## src/rtl/snn_clk_pkg.sv

```systemverilog
// Shared types and helpers for the leak timebase generator.
// Provides channel-index width, reset exponent defaults and the config bundle.
package snn_clk_pkg;

  localparam int CH_W_MAX    = 8;
  localparam int SHIFT_W_MAX = 8;

  function automatic int CH_W(input int n);
    return (n > 1) ? $clog2(n) : 1;
  endfunction

  // Legacy /2,/4,/8,/16 phases come from k_i = i, clamped to the counter.
  function automatic int def_shift(input int ch, input int cnt_w);
    return (ch < cnt_w) ? ch : cnt_w;
  endfunction

  typedef struct packed {
    logic [CH_W_MAX-1:0]    ch;
    logic [SHIFT_W_MAX-1:0] shift;
    logic                   en;
  } cfg_req_t;

endpackage

```

## src/rtl/leak_tick_lane.sv

```systemverilog
// One leak channel: exponent/enable registers, tick compare, tick and phase.
// Ports: cnt (shared counter), upd/upd_shift/upd_en (apply), cond/ch_en/tick/phase.
module leak_tick_lane
  import snn_clk_pkg::*;
#(
  parameter int CNT_W   = 16,
  parameter int SHIFT_W = 5,
  parameter int RST_K   = 0
) (
  input  logic               clk,
  input  logic               reset,
  input  logic               en,
  input  logic               sync_clr,
  input  logic [CNT_W-1:0]   cnt,
  input  logic               upd,
  input  logic [SHIFT_W-1:0] upd_shift,
  input  logic               upd_en,
  output logic               cond,
  output logic               ch_en,
  output logic               tick,
  output logic               phase
);

  logic [SHIFT_W-1:0] k_q, k_d;
  logic               ch_en_q, ch_en_d;
  logic               phase_q, phase_d;
  logic               tick_q, tick_d;
  logic [CNT_W-1:0]   mask;

  // Bits below k must all be ones; k beyond CNT_W saturates naturally.
  always_comb begin
    mask = '0;
    for (int b = 0; b < CNT_W; b++) begin
      if (b < int'(k_q)) mask[b] = 1'b1;
    end
    cond = ch_en_q & ((cnt & mask) == mask);
  end

  always_comb begin
    k_d     = k_q;
    ch_en_d = ch_en_q;
    phase_d = phase_q;
    tick_d  = 1'b0;
    if (sync_clr) begin
      phase_d = 1'b0;
    end else if (en) begin
      tick_d  = cond;
      phase_d = phase_q ^ cond;
    end
    if (upd) begin
      k_d     = upd_shift;
      ch_en_d = upd_en;
    end
  end

  always_ff @(posedge clk) begin
    if (reset) begin
      k_q     <= SHIFT_W'(RST_K);
      ch_en_q <= 1'b1;
      phase_q <= 1'b0;
      tick_q  <= 1'b0;
    end else begin
      k_q     <= k_d;
      ch_en_q <= ch_en_d;
      phase_q <= phase_d;
      tick_q  <= tick_d;
    end
  end

  assign ch_en = ch_en_q;
  assign tick  = tick_q;
  assign phase = phase_q;

endmodule

```

## src/rtl/leak_tick_gen.sv

```systemverilog
// Leak (beta) timebase: per-channel tick enables and phases from one counter.
// Ports: en, sync_clr, cfg_valid/ready/ch/shift/en handshake, tick, phase.
module leak_tick_gen
  import snn_clk_pkg::*;
#(
  parameter int NUM_CH  = 4,
  parameter int CNT_W   = 16,
  parameter int SHIFT_W = 5
) (
  input  logic                      clk,
  input  logic                      reset,
  input  logic                      en,
  input  logic                      sync_clr,
  input  logic                      cfg_valid,
  output logic                      cfg_ready,
  input  logic [CH_W(NUM_CH)-1:0]   cfg_ch,
  input  logic [SHIFT_W-1:0]        cfg_shift,
  input  logic                      cfg_en,
  output logic [NUM_CH-1:0]         tick,
  output logic [NUM_CH-1:0]         phase
);

  logic [CNT_W-1:0]  cnt_q, cnt_d;
  logic              pend_v_q, pend_v_d;
  cfg_req_t          pend_q, pend_d;
  logic [NUM_CH-1:0] cond, ch_en, upd;
  logic              sel_cond, sel_en;
  logic              accept, apply;
  logic              unused_shift;

  assign unused_shift = ^pend_q.shift;
  assign cfg_ready    = ~pend_v_q;
  assign accept       = cfg_valid & cfg_ready;

  always_comb begin
    cnt_d = cnt_q;
    if (sync_clr) begin
      cnt_d = '0;
    end else if (en) begin
      cnt_d = cnt_q + CNT_W'(1);
    end
  end

  // Apply at the target's old-k boundary, immediately if it is idle,
  // or on sync_clr. Apply requires a full slot, accept an empty one.
  always_comb begin
    sel_cond = 1'b0;
    sel_en   = 1'b0;
    upd      = '0;
    for (int i = 0; i < NUM_CH; i++) begin
      if (int'(pend_q.ch) == i) begin
        sel_cond = cond[i];
        sel_en   = ch_en[i];
      end
    end
    apply = pend_v_q & (sync_clr | ~sel_en | (en & sel_cond));
    for (int i = 0; i < NUM_CH; i++) begin
      upd[i] = apply & (int'(pend_q.ch) == i);
    end
  end

  always_comb begin
    pend_v_d = pend_v_q;
    pend_d   = pend_q;
    if (apply) begin
      pend_v_d = 1'b0;
    end
    if (accept && (int'(cfg_ch) < NUM_CH)) begin
      pend_v_d     = 1'b1;
      pend_d.ch    = CH_W_MAX'(cfg_ch);
      pend_d.shift = SHIFT_W_MAX'(cfg_shift);
      pend_d.en    = cfg_en;
    end
  end

  always_ff @(posedge clk) begin
    if (reset) begin
      cnt_q    <= '0;
      pend_v_q <= 1'b0;
      pend_q   <= '0;
    end else begin
      cnt_q    <= cnt_d;
      pend_v_q <= pend_v_d;
      pend_q   <= pend_d;
    end
  end

  for (genvar g = 0; g < NUM_CH; g++) begin : g_lane
    leak_tick_lane #(
      .CNT_W   (CNT_W),
      .SHIFT_W (SHIFT_W),
      .RST_K   (def_shift(g, CNT_W))
    ) u_lane (
      .clk       (clk),
      .reset     (reset),
      .en        (en),
      .sync_clr  (sync_clr),
      .cnt       (cnt_q),
      .upd       (upd[g]),
      .upd_shift (pend_q.shift[SHIFT_W-1:0]),
      .upd_en    (pend_q.en),
      .cond      (cond[g]),
      .ch_en     (ch_en[g]),
      .tick      (tick[g]),
      .phase     (phase[g])
    );
  end

endmodule

```

## config.mk

```make
export PLATFORM = sky130hd
export DESIGN_NAME = leak_tick_gen
export DESIGN_NICKNAME = d
export VERILOG_FILES = /design/src/rtl/snn_clk_pkg.sv /design/src/rtl/leak_tick_lane.sv /design/src/rtl/leak_tick_gen.sv
export SDC_FILE = /design/constraint.sdc
export NUM_CORES = 1
export LEC_CHECK = 0
export CAP_MARGIN = 30
export CORE_AREA = 2 2 106 108
export CTS_BUF_LIST = sky130_fd_sc_hd__clkbuf_16
export DETAILED_ROUTE_END_ITERATION = 6
export DIE_AREA = 0 0 108 110
export PLACE_DENSITY = 0.5
export SYNTH_ARGS = -nofsm -noshare
export SYNTH_HDL_FRONTEND = slang
export SYNTH_SLANG_ARGS = --single-unit
export TNS_END_PERCENT = 50
```

## constraint.sdc

```tcl
create_clock -name clk -period 3 [get_ports clk]
set_clock_uncertainty 0.05 [all_clocks]
set_input_delay 0.6 -clock clk [delete_from_list [all_inputs] [get_ports clk]]
set_output_delay 0.6 -clock clk [all_outputs]
set_load 0.01 [all_outputs]
```

==> impl_metrics.env <==
export IMPL_synthTopCellsByArea="dfxtp_1 36%, mux2i_1 8.0%, nor2_1 5.6%"
export IMPL_drcViolationCount=0
export IMPL_hold_violations=0
export IMPL_initial_core_util_pct=29.4
export IMPL_critical_path_max_fanout=10
export IMPL_synth_net_count=399
export IMPL_dp_slack_ps=313
export IMPL_ant_nets=0
export IMPL_async_flop_share_pct=0
export IMPL_switching_share_pct=22.3
export IMPL_route_vias_total=2802
export IMPL_timing_final_crit_period_ps=2720
export IMPL_synth_area_sq_um=3140
export IMPL_wirelength_um=8740
export IMPL_p_seq_share_pct=41.8
export IMPL_ys_warnings_count=0
export IMPL_htree_levels=3
export IMPL_antenna_cells=0
export IMPL_tritoncts="done"
export IMPL_timing_final_crit_share_pct=90.7
export IMPL_combPwrFrac_pct=7.9
export IMPL_clk_path_buf_depth=2
export IMPL_dieArea_sq_um=11900
export IMPL_critPathRequiredTime_ps=3200
export IMPL_slew_violations=0
export IMPL_grt_pass1_wl_um=14300
export IMPL_n_fill_cell=1149
export IMPL_design_area_sq_um=3780
export IMPL_ir_drop_mv=0.252
export IMPL_avgSynthCellArea_sq_um=8.17
export IMPL_yosysSeqAreaShare_pct=36.3
export IMPL_setup_viol=0
export IMPL_cts_resized=0
export IMPL_fin_nets=417
export IMPL_status="finished clean"
export IMPL_p_sw_uw=422
export IMPL_crit_type="flop to flop"
export IMPL_drive_above_1_share_pct=9.31
export IMPL_rr_endpoint="g_lane[0].u_lane.k_q[1]$_SDFFE_PP0P_"
export IMPL_die_w_um=108
export IMPL_grt_ovfl_total=0
export IMPL_ys_types=58
export IMPL_root_buffer="clkbuf_16"
export IMPL_numCtsBuffers=9
export IMPL_yosysTopAreaCell="dfxtp_1"
export IMPL_slew_headroom_pct=53.6
export IMPL_design_core_area_sq_um=10700
export IMPL_endpoint="g_lane[0].u_lane.k_q[1]$_SDFFE_PP0P_"
export IMPL_antenna_found_initial=0
export IMPL_ctsHoldBuffers=0
export IMPL_start_kind="flop"
export IMPL_clock_latency_ps=320
export IMPL_p_total_mw=1.89
export IMPL_worst_slack_ps=278
export IMPL_drt_pre_antenna_iters=4
export IMPL_path_clk_slew_ps=50
export IMPL_grt_use_total_pct=15.4
export IMPL_drt_initial_drc_count=207
export IMPL_synth_top_area_share_pct=36.3
export IMPL_placed_area_sq_um=3500
export IMPL_min_path_type="flop to flop"
export IMPL_routedWlPerCell_um=15.9
export IMPL_dp_hpwl_um=6550
export IMPL_p_per_area_nw_per_um2=501
export IMPL_rows=38
export IMPL_rsz0062_at_grt="no"
export IMPL_regArea_sq_um=1140
export IMPL_post_cts_buffers=0
export IMPL_post_route_util_pct=35.3
export IMPL_clockPowerShare_pct=50.3
export IMPL_worst_pin_slew_ps=679
export IMPL_grt_pass1_vias=2739
export IMPL_clock_sinks=57
export IMPL_routabilityCongestion=0.963
export IMPL_reg2reg_depth=7
export IMPL_synth_seq_cells=57
export IMPL_dp_cells=532
export IMPL_critPathCaptureType="flop"
export IMPL_tns_ps=0
export IMPL_r2r_slack_ps=280
export IMPL_synth_enable_flop_cells=0
export IMPL_area_growth_pct=20.2
export IMPL_r2r_start="cnt_q[4]$_SDFFE_PP0P_"
export IMPL_multi_input_area_sq_um=1790
export IMPL_critical_path_arrival_ps=2920
export IMPL_crit_path_start="cnt_q[4]$_SDFFE_PP0P_"
export IMPL_power_leakage_nw=1.39
export IMPL_place_port_buffers=21
export IMPL_ios=22
export IMPL_vias_per_cell=5.11
export IMPL_fp_dieH_um=110
export IMPL_p_int_mw=1.47
export IMPL_fmax_mhz=367
export IMPL_grt_max_degree=42
export IMPL_post_layout_nonfiller_instances=548
export IMPL_maxCapViolations=0
export IMPL_ys_flop_type="dfxtp_1"
export IMPL_hold_ws_ps=405
export IMPL_netlist_instances=385
## layout by cell type, fill, tap and decap left out, types with 8 or more instances in the layout
cell type        count
dfxtp_1             57
a21oi_1             25
buf_4               18
clkdlybuf4s50_1     21
mux2i_1             25
nand2_1             40
xor2_1               8
nor2_1              47
o21ai_0             17
inv_1               14
clkbuf_16            9
nand2b_1            26
## worst min path at each step
stage	from	end	depth (start not counted)
finish	pend_q[0]$_SDFFE_PP0P_	pend_q[0]$_SDFFE_PP0P_	2
CTS	pend_q[0]$_SDFFE_PP0P_	pend_q[0]$_SDFFE_PP0P_	2
detailed placement	pend_q[0]$_SDFFE_PP0P_	pend_q[0]$_SDFFE_PP0P_	2
floorplan	pend_q[0]$_SDFFE_PP0P_	pend_q[0]$_SDFFE_PP0P_	2
global route	pend_q[0]$_SDFFE_PP0P_	pend_q[0]$_SDFFE_PP0P_	2
global placement	pend_q[5]$_SDFFE_PP0P_	pend_q[5]$_SDFFE_PP0P_	2
## metal layers
metal / track usage [%] / wire, um
met5: 0 / 0
met4: 5.49 / 176
met3: 3.59 / 429
met2: 24.0 / 3990
met1: 20.9 / 4140
## state kept, by name, summed over array words and instances (netlist names)
register	flops
cnt_q	16
g_lane.u_lane.phase	4
g_lane.u_lane.ch_en	4
pend_q	8
pend_v_q	1
g_lane.u_lane.tick	4
g_lane.u_lane.k_q	20
## synth_stat cells (4+ instances only)
cell type / instances
nand2_1: 40
nor2_1: 47
o21ai_0: 17
and3_1: 5
buf_4: 9
xor2_1: 8
xnor2_1: 6
o21bai_1: 4
mux2i_1: 25
inv_1: 12
or3_1: 6
clkbuf_1: 15
nand2b_1: 26
dfxtp_1: 57
a31oi_1: 5
a21oi_1: 25
nand3_1: 7
buf_2: 7
## power by group through the flow
stage	Sequential, mW	Clock, mW	Combinational, mW
after floorplan	0.798	0	0.103
after global placement	0.805	0	0.151
after detailed placement	0.806	0	0.152
after CTS	0.790	0.974	0.153
after global routing	0.792	1.01	0.166
final	0.791	0.952	0.150
## critical path, cell delays in order (launching register included)
cell       delay, ps
dfxtp_1          400
nand3_1          150
buf_4            210
o21a_1           190
a2111oi_0        600
nand4_2          300
a2111oi_4        530
mux2i_1          220
## kinds of logic after synthesis
| group | after synthesis | synth area share [%] |
|---|---|---|
| mux | 26 | 8.67 |
| xor+xnor | 14 | 3.90 |
| compound gates | 87 | 19.5 |
| flops | 57 | 36.3 |
| fa+ha+maj | 1 | 0.398 |
| buf+inv | 44 | 6.64 |
| simple gates | 156 | 24.6 |
## area by class of cell
class	instances	area share (%)
inverters	12	1.19
flip-flops and latches	57	30.2
clock buffers	9	5.96
well taps	140	4.63
clock inverters	7	1.42
repair buffers	39	9.14
multi-input cells	284	47.5
Power figures use the tool's default switching activity.
